`src/rtl/debug_controller_pkg.sv`:
```
// Shared opcodes, reply bytes and FSM encoding for the pipeline debug port.
// DBG_CYCLE_COUNTER_EN enables the OP_CYCLES counter readback.
package debug_controller_pkg;

    localparam logic [5:0] OP_STEP   = 6'h3F;
    localparam logic [5:0] OP_RUN    = 6'h3E;
    localparam logic [5:0] OP_PING   = 6'h38;
    localparam logic [5:0] OP_CYCLES = 6'h3C;

    localparam logic [7:0] ACK_BYTE  = 8'hFF;
    localparam logic [7:0] PING_BYTE = 8'h55;

    typedef enum logic [2:0] {
        S_IDLE,
        S_PULSE,
        S_RUN,
        S_SETTLE,
        S_LATCH,
        S_SEND
    } state_t;

endpackage

```
`src/rtl/dbg_tx_serializer.sv`:
```
// Byte serializer: loads a word plus byte count and shifts it out LSB first
// over a valid/ready handshake, pulsing done_o on the final transfer.
module dbg_tx_serializer #(
    parameter int W = 32
) (
    input  logic         clk,
    input  logic         rst_ni,
    input  logic         load_i,
    input  logic [W-1:0] word_i,
    input  logic [1:0]   cnt_i,
    input  logic         tx_ready_i,
    output logic [7:0]   tx_data_o,
    output logic         tx_valid_o,
    output logic         done_o
);

    logic [W-1:0] shift_q;
    logic [1:0]   cnt_q;
    logic         valid_q;
    logic         xfer;

    assign xfer       = valid_q & tx_ready_i;
    assign done_o     = xfer & (cnt_q == 2'd0);
    assign tx_data_o  = shift_q[7:0];
    assign tx_valid_o = valid_q;

    always_ff @(posedge clk or negedge rst_ni) begin
        if (!rst_ni) begin
            shift_q <= '0;
            cnt_q   <= '0;
            valid_q <= 1'b0;
        end else if (load_i) begin
            shift_q <= word_i;
            cnt_q   <= cnt_i;
            valid_q <= 1'b1;
        end else if (xfer) begin
            if (cnt_q == 2'd0) begin
                valid_q <= 1'b0;
            end else begin
                shift_q <= shift_q >> 8;
                cnt_q   <= cnt_q - 2'd1;
            end
        end
    end

endmodule

```
`src/rtl/debug_controller.sv`:
```
// Debug-port command sequencer: step/run gating, probe readback, ping.
// DBG_CYCLE_COUNTER_EN adds a cpu_en cycle counter read by OP_CYCLES.
module debug_controller
    import debug_controller_pkg::*;
#(
    parameter int PROBE_W = 32,
    parameter int SEL_W   = 6
) (
    input  logic               clk,
    input  logic               reset,
    input  logic [7:0]         rx_data,
    input  logic               rx_valid,
    input  logic               tx_ready,
    output logic [7:0]         tx_data,
    output logic               tx_valid,
    output logic [SEL_W-1:0]   probe_sel,
    input  logic [PROBE_W-1:0] probe_data,
    output logic               cpu_en,
    output logic               busy,
    output logic               err_overrun
);

    logic [5:0]         op;
    logic [1:0]         size;
    state_t             state_q;
    logic               cpu_en_q;
    logic               err_q;
    logic [SEL_W-1:0]   sel_q;
    logic [1:0]         size_q;
    logic               ld_d;
    logic [PROBE_W-1:0] word_d;
    logic [1:0]         cnt_d;
    logic               done;

    assign op          = rx_data[5:0];
    assign size        = rx_data[7:6];
    assign cpu_en      = cpu_en_q;
    assign probe_sel   = sel_q;
    assign err_overrun = err_q;
    assign busy        = (state_q != S_IDLE);

`ifdef DBG_CYCLE_COUNTER_EN
    logic [31:0] cyc_q;
    logic        is_cyc_q;

    always_ff @(posedge clk or negedge reset) begin
        if (!reset)        cyc_q <= '0;
        else if (cpu_en_q) cyc_q <= cyc_q + 32'd1;
    end
`endif

    always_comb begin
        ld_d   = 1'b0;
        word_d = '0;
        cnt_d  = '0;
        unique case (state_q)
            S_IDLE: begin
                ld_d   = rx_valid && (op == OP_PING);
                word_d = PROBE_W'(PING_BYTE);
            end
            S_PULSE: begin
                ld_d   = 1'b1;
                word_d = PROBE_W'(ACK_BYTE);
            end
            S_LATCH: begin
                ld_d  = 1'b1;
                cnt_d = size_q;
`ifdef DBG_CYCLE_COUNTER_EN
                word_d = is_cyc_q ? PROBE_W'(cyc_q) : probe_data;
`else
                word_d = probe_data;
`endif
            end
            default: ;
        endcase
    end

    always_ff @(posedge clk or negedge reset) begin
        if (!reset) begin
            state_q  <= S_IDLE;
            cpu_en_q <= 1'b0;
            err_q    <= 1'b0;
            sel_q    <= '0;
            size_q   <= '0;
`ifdef DBG_CYCLE_COUNTER_EN
            is_cyc_q <= 1'b0;
`endif
        end else begin
            unique case (state_q)
                S_IDLE: if (rx_valid) begin
                    unique case (1'b1)
                        op == OP_STEP: begin
                            state_q  <= S_PULSE;
                            cpu_en_q <= 1'b1;
                        end
                        op == OP_RUN: begin
                            state_q  <= S_RUN;
                            cpu_en_q <= 1'b1;
                        end
                        op == OP_PING: state_q <= S_SEND;
                        default: begin
                            state_q <= S_SETTLE;
                            sel_q   <= SEL_W'(op);
                            size_q  <= size;
`ifdef DBG_CYCLE_COUNTER_EN
                            is_cyc_q <= (op == OP_CYCLES);
`endif
                        end
                    endcase
                end
                S_PULSE: begin
                    cpu_en_q <= 1'b0;
                    state_q  <= S_SEND;
                end
                // The halting byte is consumed here and never decoded
                S_RUN: if (rx_valid) begin
                    cpu_en_q <= 1'b0;
                    state_q  <= S_IDLE;
                end
                S_SETTLE: state_q <= S_LATCH;
                S_LATCH:  state_q <= S_SEND;
                S_SEND:   if (done) state_q <= S_IDLE;
                default:  state_q <= S_IDLE;
            endcase
            if (rx_valid && (state_q inside {S_PULSE, S_SETTLE,
                                             S_LATCH, S_SEND}))
                err_q <= 1'b1;
        end
    end

    dbg_tx_serializer #(
        .W(PROBE_W)
    ) u_ser (
        .clk        (clk),
        .rst_ni     (reset),
        .load_i     (ld_d),
        .word_i     (word_d),
        .cnt_i      (cnt_d),
        .tx_ready_i (tx_ready),
        .tx_data_o  (tx_data),
        .tx_valid_o (tx_valid),
        .done_o     (done)
    );

endmodule

```
`config.mk`:
```
export PLATFORM = sky130hd
export DESIGN_NAME = debug_controller
export DESIGN_NICKNAME = d
export VERILOG_FILES = /design/src/rtl/debug_controller_pkg.sv /design/src/rtl/dbg_tx_serializer.sv /design/src/rtl/debug_controller.sv
export SDC_FILE = /design/constraint.sdc
export NUM_CORES = 1
export LEC_CHECK = 0
export CAP_MARGIN = 20
export CORE_MARGIN = 5
export CORE_UTILIZATION = 40
export DETAILED_ROUTE_END_ITERATION = 8
export GPL_TIMING_DRIVEN = 0
export PLACE_DENSITY = 0.66
export SLEW_MARGIN = 40
export SYNTH_ARGS = -nofsm -noshare
export SYNTH_HDL_FRONTEND = slang
export SYNTH_HIERARCHICAL = 1
export SYNTH_SLANG_ARGS = --single-unit
```
`constraint.sdc`:
```
create_clock -name clk -period 2.3 [get_ports clk]
set_input_delay 0.23 -clock clk [delete_from_list [all_inputs] [get_ports clk]]
set_output_delay 0.23 -clock clk [all_outputs]
set_load 0.05 [all_outputs]
```
== Yosys cells after proc, flatten, opt, wreduce, memory -nomap -nowiden ==
Index checks and enable logic that the tools add are counted.

* Bits of input ports: 44
* Word-level logic and storage cells: 63
* Flip-flop bits (word level): 48
* Output and inout bits: 18

* Eq/ne operators: 13
* Bitwise logic cells: 3
* Reduce and logical (&&, ||, !) cells: 17
* $add $sub $neg: 1
* Muxes and demuxes: 21

{| class="wikitable"
|+ Operators by type and width
! cell !! number
|-
| $mux 32 || 3
|-
| $pmux 32 s3 || 1
|-
| $eq 6x6->1 const B || 3
|-
| $pmux 3 s5 || 1
|-
| $ne 2x2->1 const B || 5
|-
| $mux 3 || 3
|-
| $pmux 3 s3 || 1
|-
| $mux 2 || 4
|-
| $eq 3x2->1 const B || 2
|-
| $eq 3x3->1 const B || 2
|-
| $mux 1 || 6
|-
| $reduce_and 3->1 || 2
|-
| $reduce_bool 3->1 || 2
|-
| $reduce_and 2->1 || 2
|-
| $reduce_and 4->1 || 1
|-
| $reduce_bool 2->1 || 2
|-
| $reduce_bool 4->1 || 1
|-
| $reduce_or 2->1 || 2
|-
| $eq 3x1->1 const B || 1
|-
| $logic_not 3->1 || 1
|-
| $pmux 1 s3 || 1
|-
| $reduce_or 3->1 || 1
|-
| $and 1x1->1 || 2
|-
| $logic_and 1x1->1 || 2
|-
| other kinds (4) || 4
|}

== Longest topological paths before layout ==
* Depth after elaboration: 5
* Mapped depth: 7
* Mapped depth without buffers: 6

== By module ==
The synthesis kept the hierarchy.

{| class="wikitable"
|+ Modules (own cells, without submodules)
! module !! times used !! cells an instance !! sequential area each (um2) !! area an instance (um2)
|-
| dbg_tx_serializer || 1 || 189 || 875.8 || 1770.4
|-
| debug_controller || 1 || 104 || 325.3 || 937.1
|}

== Worst setup path after synthesis ==
No wires, ideal clock.

* Kind: register to register
* Start: reg state_q[2]
* End: reg u_ser.cnt_q[1]
* Required time: 2.175 ns
* Path slack: 0.590 ns
* Arrival: 1.586 ns
* Stages on the path, launching flop included: 6
* Setup time: 0.125 ns
* Buffers on the path: 2
* Clock period less this slack: 1.710 ns
* Path through: dfrtp_1 clkbuf_1 nor2_1 a21oi_1 buf_2 mux2_2

* Word-level cells in the longest chain between the ends: 5
* Elaborated cells on any way between the ends: 10
* Classes of those cells: eq/ne (3); mux (3); reduce/logical (4)

{| class="wikitable"
|+ RTL lines
! element !! RTL line !! source
|-
| start: declaration || debug_controller.sv:25 || <nowiki>state_t state_q;</nowiki>
|-
| start signal: assignment || debug_controller.sv:80 || <nowiki>state_q <= S_IDLE;</nowiki>
|-
| start signal: assignment || debug_controller.sv:93 || <nowiki>state_q <= S_PULSE;</nowiki>
|-
| start signal: assignment || debug_controller.sv:97 || <nowiki>state_q <= S_RUN;</nowiki>
|-
| $eq 3x1->1 / $eq 3x3->1 (equally long branches) || debug_controller.sv:56 || <nowiki>unique case (state_q)</nowiki>
|-
| $reduce_or 2->1 (no source line) || -- ||
|-
| $pmux 1 s2 (*) || debug_controller.sv:56 ||
|-
| named net ld_d || debug_controller.sv:30 || <nowiki>logic ld_d;</nowiki>
|-
| $ne 2x2->1 (no source line) / $reduce_bool 2->1 (equally long branches) || -- ||
|-
| $reduce_and 2->1 (no source line) || -- ||
|-
| end signal: assignment || dbg_tx_serializer.sv:34 || <nowiki>cnt_q <= cnt_i;</nowiki>
|-
| end signal: assignment || dbg_tx_serializer.sv:41 || <nowiki>cnt_q <= cnt_q - 2'd1;</nowiki>
|-
| end: declaration || dbg_tx_serializer.sv:18 || <nowiki>logic [1:0] cnt_q;</nowiki>
|}

The timed path passes the listed nets; every way through them passes the cells marked *.
A chain may end at the register's enable or synchronous reset.

== Final worst setup path ==
* Start: reg state_q[2]
* End: reg u_ser.shift_q[1]

* Word-level cells in the longest chain between the ends: 5
* Elaborated cells on any way between the ends: 10
* Classes of those cells: eq/ne (3); mux (3); reduce/logical (4)

{| class="wikitable"
|+ RTL lines
! element !! RTL line !! source
|-
| $eq 3x1->1 / $eq 3x3->1 (equally long branches) || debug_controller.sv:56 ||
|-
| $reduce_or 2->1 (no source line) || -- ||
|-
| $pmux 1 s2 (*) || debug_controller.sv:56 ||
|-
| named net ld_d || debug_controller.sv:30 ||
|-
| $ne 2x2->1 (no source line) / $reduce_bool 2->1 (equally long branches) || -- ||
|-
| $reduce_and 2->1 (no source line) || -- ||
|-
| end signal: assignment || dbg_tx_serializer.sv:33 || <nowiki>shift_q <= word_i;</nowiki>
|-
| end signal: assignment || dbg_tx_serializer.sv:40 || <nowiki>shift_q <= shift_q >> 8;</nowiki>
|-
| end: declaration || dbg_tx_serializer.sv:17 || <nowiki>logic [W-1:0] shift_q;</nowiki>
|}

Marked as above.

==> results.toml <==
[outcome]
status = "completed"

[synth]
synth_top_area_share_pct = 44.4
synthesis.nets = 338
synth.yosys.seq_area_share_pct = 44.4
syn_area_mm2 = 0.00271
synth.most_common_cell = "dfrtp_1"
yosysUniqueCellTypes = 38
ys_warn_count = 6
synth_cells = 293
synth_common_cells = "dfrtp_1, nand2_1, a21oi_1"
synth_top_area_cell = "dfrtp_1"
ys.flop_type = "dfrtp_1"
synth_edf_count = 0
ys_seq_elements = 48
synth_area_per_cell_um2 = 9.24
yosys-top-cells-area = "dfrtp_1, a21oi_1, a21oi_2"
ys_async_sr_fraction_pct = 100

[power]
p_per_area_mw_per_mm2 = 1300
finalPower_mw = 4.63
p_leak_nw = 1.52
ir_drop_uv = 458

[sta]
rsz0062_at_grt = "no"
period_share_pct = 92.3
worstMarginPinSlew_ps = 506
fmax_mhz = 471
drv_slew = 0
hold_viol = 0
slew_headroom_pct = 66.1
period_minus_slack_ps = 2120
setup_violations = 0
skew_ps = 4.66

[die]
die_area_mm2 = 0.00851
rows = 30
initial_core_util_pct = 40.5
core_mm2 = 0.00668
die_h_um = 92.3
num_io_pins = 62
die_w_um = 92.3

[clock_tree]
clkLatencyLatePin_ps = 300
htreeDepth = 2
clk_pin_slew_ps = 90
cts.path.max_buffers = 2
hold_buffers = 1
cts_tree = "built"
ctsResizeCount = 0
numCtsBuffers = 5
cts_root_buffer = "clkbuf_8"
post_cts_buffers = 0
clock_sinks = 48

[final_layout]
fillers = 646
fin_util_pct = 53.2
drive_gt1_share_pct = 17.3
num-nets-final = 408
area_growth_pct = 31.4
diodes = 0

[setup_path]
crit_type = "reg2reg"
r2r-start = "state_q[2]"
cp_common_cell = "a21oi_1"
crit_chain = "clkbuf_1 -> nor2_1 -> a21oi_1 -> buf_2 -> buf_4 -> a21oi_1 -> a21oi_1"
path_max_fanout = 10
cp.required_ps = 2530
critPathLaunchType = "register"
slowest_delay_ps = 450
r2r_cells = 7
endpoint_kind = "register"
crit_arrival_ps = 2350
r2r_slack_ps = 180
crit_buf_inv = 3
critPathTopFamily = "buffers and inverters"
r2r_end = "u_ser/shift_q[1]"
crit_path_top_delay_cell = "dfrtp_1"

[global_route]
grt_first_pass_wirelength_um = 10300
track_usage_pct = 14.9
grt_max_degree = 38
grt_remaining_overflow = 0
antenna_found_initial = 0
grt_pass1_vias = 2188

[placement]
port-buffer-count = 61
dpl.hpwl_um = 4540
gp_congestion = 0.807

[detailed_routing]
wl_per_cell_um = 13.8
num_vias = 2155
first_pass_iters = 4
post-route-drc-count = 0
antenna_left = 0
drt-total-wl_um = 6110
drt_iter0_drc = 84
vias_per_cell = 4.85

[flow_run]
drv_cap = 0

[hold_path]
hold_path.class = "in2async"
## worst max path at each step
stage / from / endpoint / slack, ps / cells after the start
3_5_place_dp: rx_data[1] / u_ser/shift_q[1] / 20 / 8
5_1_grt: state_q[2] / u_ser/shift_q[1] / 20 / 6
6_report: state_q[2] / u_ser/shift_q[1] / 180 / 7
3_3_place_gp: reset / u_ser/shift_q[2] / -480 / 1
2_1_floorplan: state_q[2] / u_ser/cnt_q[1] / 590 / 5
4_1_cts: state_q[2] / u_ser/shift_q[1] / 160 / 7
## state kept, by name, summed over array words and instances, names as in the netlist
| signal | cells |
|---|---|
| cpu_en | 1 |
| err_overrun | 1 |
| probe_sel | 6 |
| size_q | 2 |
| state_q | 3 |
| u_ser/cnt_q | 2 |
| u_ser/shift_q | 32 |
| u_ser/tx_valid_o | 1 |
## per-layer routing
metal / routed length (um) / track usage [%] / vias up
li1: - / - / 1114
met4: 47 / 2.97 / 0
met3: 317 / 3.12 / 5
met1: 2960 / 19.5 / 990
met5: 0 / 0 / -
met2: 2780 / 25.5 / 46
## power breakdown
| group | total (mW) | switching (mW) | internal (mW) |
|---|---|---|---|
| sequential | 1.46 | 0.228 | 1.23 |
| combinational | 2.56 | 1.47 | 1.08 |
| clock | 0.613 | 0.291 | 0.322 |
| total | 4.63 | 1.99 | 2.63 |
## through the flow
step                std cells  setup TNS [ps]  instance area, um^2  worst slack [ps]  hold WS, ps
floorplan                 293               0                 2710               590        -65.6
global placement          434          -23060                 3420              -482          441
detailed placement        435               0                 3440              19.2         87.2
CTS                       444               0                 3560               159          298
global route              444               0                 3560              22.5          331
finish                    444               0                 3560               177          302
## cells in the final DEF, fill, tap and decap left out, types with 3 or more instances in the layout
cell             instances
clkbuf_1                 5
o22a_1                   3
a21oi_2                 20
and3_1                   3
buf_6                    3
a21oi_1                 37
nor2b_1                 26
nand2_1                 46
inv_1                    5
clkbuf_8                 5
clkdlybuf4s50_1         60
o21ai_0                 13
nand2b_1                 4
dfrtp_1                 48
buf_2                    6
and2_1                  27
a31oi_1                  3
buf_4                   11
mux2_2                   6
## cell type report
class                           instances  area [um^2]  area share, %
Timing Repair Buffer                   63          638           17.9
Tap cell                               80          100           2.81
Multi-Input combinational cell        213         1310           36.7
Clock inverter                          3         42.5           1.20
Buffer                                 27          183           5.14
Clock buffer                            5         68.8           1.93
Inverter                                5         18.8          0.528
Sequential cell                        48         1200           33.8
## cell families after synthesis
| group | Yosys count | synth area share (%) |
|---|---|---|
| DFF | 48 | 44.4 |
| AOI/OAI and AO/OA | 85 | 20.5 |
| muxes | 8 | 3.23 |
| and+or+nand+nor | 118 | 23.7 |
| buffers and inverters | 32 | 7.44 |
| adders and majority gates | 1 | 0.462 |
| xor gates and xnor gates | 1 | 0.324 |
Note: power is estimated with default switching activity, not from simulation.
